### src/rtl/video_timing_gen.sv
`default_nettype none
// ============================================================================
// Module   : video_timing_gen
// Brief    : Raster timing generator; raw pixel coordinates plus DE/HSYNC/VSYNC
//            delayed to line up with the colour pipeline output.
// Revision : 1.0  initial release
// ============================================================================
module video_timing_gen #(
    parameter int unsigned H_ACTIVE = 1280,
    parameter int unsigned H_FP     = 110,
    parameter int unsigned H_SYNC   = 40,
    parameter int unsigned H_BP     = 220,
    parameter int unsigned V_ACTIVE = 720,
    parameter int unsigned V_FP     = 5,
    parameter int unsigned V_SYNC   = 5,
    parameter int unsigned V_BP     = 20,
    parameter bit          H_POL    = 1'b1,
    parameter bit          V_POL    = 1'b1,
    parameter int unsigned PIPE_DLY = 2
) (
    input  logic        i_pix_clk,
    input  logic        i_rst,
    output logic [11:0] o_x,
    output logic [11:0] o_y,
    output logic        o_active,
    output logic        o_line_start,
    output logic        o_frame_start,
    output logic        o_de,
    output logic        o_hsync,
    output logic        o_vsync,
    output logic [1:0]  o_ctrl_ch0,
    output logic [1:0]  o_ctrl_ch1,
    output logic [1:0]  o_ctrl_ch2
);

    localparam int unsigned H_TOTAL = H_ACTIVE + H_FP + H_SYNC + H_BP;
    localparam int unsigned V_TOTAL = V_ACTIVE + V_FP + V_SYNC + V_BP;

    if ((H_TOTAL > 4096) || (V_TOTAL > 4096)) begin : g_bad_total
        $error("video_timing_gen: H_TOTAL/V_TOTAL must not exceed 4096");
    end
    if (PIPE_DLY > 15) begin : g_bad_dly
        $error("video_timing_gen: PIPE_DLY must be 0..15");
    end

    localparam logic [11:0] C_H_LAST   = 12'(H_TOTAL - 1);
    localparam logic [11:0] C_V_LAST   = 12'(V_TOTAL - 1);
    localparam logic [12:0] C_H_ACT    = 13'(H_ACTIVE);
    localparam logic [12:0] C_V_ACT    = 13'(V_ACTIVE);
    localparam logic [12:0] C_HS_BEG   = 13'(H_ACTIVE + H_FP);
    localparam logic [12:0] C_HS_END   = 13'(H_ACTIVE + H_FP + H_SYNC);
    localparam logic [12:0] C_VS_BEG   = 13'(V_ACTIVE + V_FP);
    localparam logic [12:0] C_VS_END   = 13'(V_ACTIVE + V_FP + V_SYNC);
    localparam logic [2:0]  C_IDLE     = {1'b0, ~H_POL, ~V_POL};

    logic [11:0] h_cnt_q, h_cnt_d;
    logic [11:0] v_cnt_q, v_cnt_d;
    logic [12:0] w_h_ext, w_v_ext;
    logic        w_act, w_hs_on, w_vs_on, w_hsync_raw, w_vsync_raw;
    logic [2:0]  w_raw, w_tail;

    always_comb begin
        h_cnt_d = h_cnt_q + 12'd1;
        v_cnt_d = v_cnt_q;
        if (h_cnt_q == C_H_LAST) begin
            h_cnt_d = '0;
            v_cnt_d = (v_cnt_q == C_V_LAST) ? 12'd0 : v_cnt_q + 12'd1;
        end
    end

    always_ff @(posedge i_pix_clk) begin
        if (i_rst) begin
            h_cnt_q <= '0;
            v_cnt_q <= '0;
        end else begin
            h_cnt_q <= h_cnt_d;
            v_cnt_q <= v_cnt_d;
        end
    end

    always_comb begin
        w_h_ext     = {1'b0, h_cnt_q};
        w_v_ext     = {1'b0, v_cnt_q};
        w_act       = (w_h_ext < C_H_ACT) && (w_v_ext < C_V_ACT);
        w_hs_on     = (w_h_ext >= C_HS_BEG) && (w_h_ext < C_HS_END);
        w_vs_on     = (w_v_ext >= C_VS_BEG) && (w_v_ext < C_VS_END);
        w_hsync_raw = w_hs_on ? H_POL : ~H_POL;
        w_vsync_raw = w_vs_on ? V_POL : ~V_POL;
        w_raw       = {w_act, w_hsync_raw, w_vsync_raw};
    end

    if (PIPE_DLY > 0) begin : g_pipe
        logic [2:0] dly_q [PIPE_DLY];
        logic [2:0] dly_d [PIPE_DLY];

        always_comb begin
            dly_d[0] = w_raw;
            for (int i = 1; i < int'(PIPE_DLY); i++) begin
                dly_d[i] = dly_q[i-1];
            end
        end

        // Reset flushes every stage so no stale DE leaks from an interrupted line.
        always_ff @(posedge i_pix_clk) begin
            if (i_rst) begin
                for (int i = 0; i < int'(PIPE_DLY); i++) begin
                    dly_q[i] <= C_IDLE;
                end
            end else begin
                dly_q <= dly_d;
            end
        end

        assign w_tail = dly_q[PIPE_DLY-1];
    end else begin : g_no_pipe
        assign w_tail = i_rst ? C_IDLE : w_raw;
    end

    assign o_x           = h_cnt_q;
    assign o_y           = v_cnt_q;
    assign o_active      = w_act;
    assign o_line_start  = (h_cnt_q == 12'd0) && !i_rst;
    assign o_frame_start = (h_cnt_q == 12'd0) && (v_cnt_q == 12'd0) && !i_rst;
    assign o_de          = w_tail[2];
    assign o_hsync       = w_tail[1];
    assign o_vsync       = w_tail[0];
    assign o_ctrl_ch0    = {w_tail[0], w_tail[1]};
    assign o_ctrl_ch1    = 2'b00;
    assign o_ctrl_ch2    = 2'b00;

endmodule
`default_nettype wire
### config.mk
export PLATFORM = sky130hd
export DESIGN_NAME = video_timing_gen
export DESIGN_NICKNAME = d
export VERILOG_FILES = /design/src/rtl/video_timing_gen.sv
export SDC_FILE = /design/constraint.sdc
export NUM_CORES = 1
export LEC_CHECK = 0
export ABC_AREA = 1
export CAP_MARGIN = 20
export CORE_ASPECT_RATIO = 0.75
export CORE_MARGIN = 2
export CORE_UTILIZATION = 48
export CTS_BUF_LIST = sky130_fd_sc_hd__clkbuf_8
export CTS_CLUSTER_DIAMETER = 150
export DETAILED_ROUTE_END_ITERATION = 12
export GPL_TIMING_DRIVEN = 0
export PLACE_DENSITY = 0.76
export SETUP_SLACK_MARGIN = 0.05
export SLEW_MARGIN = 10
export SYNTH_ARGS = -nofsm -noshare
export SYNTH_HDL_FRONTEND = slang
export SYNTH_SLANG_ARGS = --single-unit
### constraint.sdc
create_clock -name i_pix_clk -period 3.1 [get_ports i_pix_clk]
set_input_delay 0.93 -clock i_pix_clk [delete_from_list [all_inputs] [get_ports i_pix_clk]]
set_output_delay 0.93 -clock i_pix_clk [all_outputs]
set_load 0.03 [all_outputs]
==> run_results.csv <==
group,metric,value,unit
power,switching_share,0.238,
cells_and_area,drive_above_1_share,0.113,
sta,min_period,2.93,ns
global_route,grt_max_degree,11,
worst_setup_path,arrival,2.00,ns
cells_and_area,num_antenna_cells,0,
worst_setup_path,path_depth,6,
placed_design,place_area,2210,um2
global_route,grt_pass1_wl,6980,um
cts,cts_tree,"done",
detailed_routing,avgRoutedWirePerCell,11.6,um
worst_hold_path,worstHoldPathCells,2,
cells_and_area,fill_cells,327,
yosys,yosysWarnings,0,
placed_design,dp_hpwl,3340,um
cells_and_area,final_common_cell,"nand2_1",
yosys,synth_flop_cell,"dfxtp_1",
global_route,grt_usage,0.213,
cells_and_area,fin_nets,321,
cts,root_buffer,"clkbuf_8",
sta,slew_viol_final,0,
yosys,synth-compound-area-share,0.0658,
worst_setup_path,critPathSlowestCell,"dlygate4sd2_1",
yosys,synth-edff-count,0,
worst_setup_path,r2r_cells,8,
sta,setup_viol,0,
cells_and_area,final_cell_mix,"nand2_1, nor2_1, inv_1",
cts,cts.reportedPaths.clkPinSlew,0.06,ns
sta,rsz0062_at_grt,"false",
worst_setup_path,end_kind,"output pin",
yosys,synth.mux.area_fraction,0,
yosys,synthAdderAreaFrac,0.0485,
yosys,synth_top_family_by_area,"simple AND/OR/NAND/NOR gates",
die,die_w,74.8,um
power,power.leakage,0.929,nW
sta,max_freq,0.342,GHz
die,boundaryPins,38,
placed_design,portBuffers,33,
cts,cts-hold-fix-buffers,0,
power,vdd_drop_max,212,uV
detailed_routing,via_count,1750,
cts,cts_inserted_buffers,5,
yosys,synthSimpleGateAreaFrac,0.384,
global_route,grt_overflow,0,
detailed_routing,drc,0,
worst_setup_path,crit_fanout,10,
detailed_routing,viasPerCell,4.82,
detailed_routing,drt_wl_total,4200,um
die,dieHeight,57.1,um
worst_hold_path,hp-class,"flop to flop",
worst_setup_path,cpPeakStageDelay,0.27,ns
cells_and_area,stdcell_count,363,
die,initial_core_util,0.497,
cts,clock-sinks,30,
power,pwr-share-clk,0.396,
sta,final.period_utilization,0.945,
die,die_area,4280,um2
global_route,grt_pass1_vias,1476,
outcome,status,"completed",
global_route,antenna_found_initial,0,
worst_setup_path,critical_path_buf_inv_count,3,
yosys,synthXorXnorAreaFrac,0.0339,
worst_setup_path,crit_chain,"dlygate4sd2_1 > clkbuf_8 > nor4_2 > nand4_1 > nor2_1 > buf_4",
yosys,syn_area,1810,um2
yosys,netlist-cell-type-count,29,
yosys,synthCells,269,
sta,skew,0.00366,ns
detailed_routing,drt_iter0_markers,115,
detailed_routing,ant_nets,0,
yosys,syn_area_per_cell,6.72,um2
worst_setup_path,path_class,"primary input to output pin",
power,p_int,0.000586,W
power,p_per_area,334,nW/um2
cts,htree_levels,2,
cts,postCtsSetupBuffers,0,
die,fp.coreArea,3640,um2
job,maxCapViolations,0,
yosys,ys_seq_area_frac,0.332,
placed_design,place.gp.congestion,0.900,
sta,whs,0.402,ns
power,power_frac_comb,0.091,
die,rows,19,
cells_and_area,fin_area,2300,um2
power,sequentialPowerShare,0.513,
yosys,ys_ff_latch,30,
cts,clk_path_buf_depth,2,
worst_setup_path,required,2.17,ns
power,p_sw,0.000183,W
detailed_routing,drt-pass1-iter-count,5,
worst_setup_path,startpoint_type,"primary input",
placed_design,placedCellCount,357,
sta,hold_violations,0,
cells_and_area,area_delta_synth_final,27.5,%
worst_setup_path,path_delay_family,"buffers and inverters",
cts,clock_latency,0.27,ns
yosys,async_flop_share,0,
## Yosys cell counts (2+ instances only)
| cell type | instances | area (um2) |
|---|---|---|
| a21oi_1 | 9 | 45.0 |
| buf_2 | 2 | 10.0 |
| buf_4 | 7 | 52.6 |
| buf_6 | 2 | 22.5 |
| dfxtp_1 | 30 | 601 |
| ha_1 | 7 | 87.6 |
| inv_1 | 37 | 139 |
| inv_2 | 2 | 7.51 |
| nand2_1 | 53 | 199 |
| nand2_2 | 2 | 12.5 |
| nand3_1 | 19 | 95.1 |
| nand4_1 | 10 | 62.6 |
| nor2_1 | 44 | 165 |
| nor2_2 | 4 | 25.0 |
| nor2_4 | 3 | 33.8 |
| nor3_1 | 10 | 50.1 |
| nor3b_1 | 2 | 15.0 |
| nor4_1 | 3 | 18.8 |
| o21ai_0 | 6 | 30.0 |
| o21bai_1 | 2 | 15.0 |
| xor2_1 | 7 | 61.3 |
## repair_timing
item	CTS	global route
endpoints found under the setup margin	2	1
gates resized for setup	15	1
pin swaps	2	2
## final cells by class
type                            count  area, um2  share of cell area
Buffer                             13        104              0.0451
Clock buffer                        6       82.6              0.0359
Inverter                           39        146              0.0636
Multi-Input combinational cell    190        983               0.427
Sequential cell                    30        601               0.261
Tap cell                           52       65.1              0.0282
Timing Repair Buffer               33        322               0.140
## worst min-delay path: cells and delay by family, from the launching register on
kind,cells,cell delay (ns)
flops,1,0.30
buf+inv,1,0.04
simple gates,1,0.03
## layer usage
metal  global-route usage  vias to the layer above  share of wire
met1                0.341                      770           0.53
li1                     -                      931              -
met5                    0                        -              0
met2                0.287                       47           0.41
met4               0.0459                        0         0.0052
met3               0.0477                        2          0.054
## cell families (layout without fill, tap and decap cells)
family                   count (synthesis)  after routing
AO/OA/AOI/OAI                           21             21
XOR/XNOR                                 7              7
adder cells (fa/ha/maj)                  7              7
buffers and inverters                   52             91
flip-flops                              30             30
other                                    1              4
AND/OR/NAND/NOR                        151            151
## final timing paths
path / endpoint / start / slack (ns)
max: o_frame_start / i_rst / 0.17
min: w_tail[0] / g_pipe.dly_d[0] / 0.40
max reg2reg: o_y[10] / o_y[1] / 1.46
min reg2reg: w_tail[0] / g_pipe.dly_d[0] / 0.40
## power by group through the flow
stage / Clock (W) / Sequential [W] / Combinational (W)
final: 0.000305 / 0.000394 / 0.0000699
after global routing: 0.000330 / 0.000395 / 0.0000756
after CTS: 0.000308 / 0.000394 / 0.0000698
after detailed placement: 0 / 0.000403 / 0.0000706
after global placement: 0 / 0.000403 / 0.0000694
after floorplan: 0 / 0.000410 / 0.0000410
## through the flow
step	setup WS, ns	utilization	total power [W]	TNS, ns
CTS	0.117	0.632	0.000772	0
floorplan	0.349	-	0.000451	0
finish	0.172	0.633	0.000769	0
detailed placement	-0.704	0.609	0.000473	-1.33
global placement	-0.702	0.609	0.000472	-1.30
global route	0.0650	0.633	0.000800	0
## state kept, by name, indices dropped and copies added, names as in the netlist
signal and count:
w_tail 3, g_pipe.dly_d 3, o_x 12, o_y 12
Power figures use the tool's default switching activity.
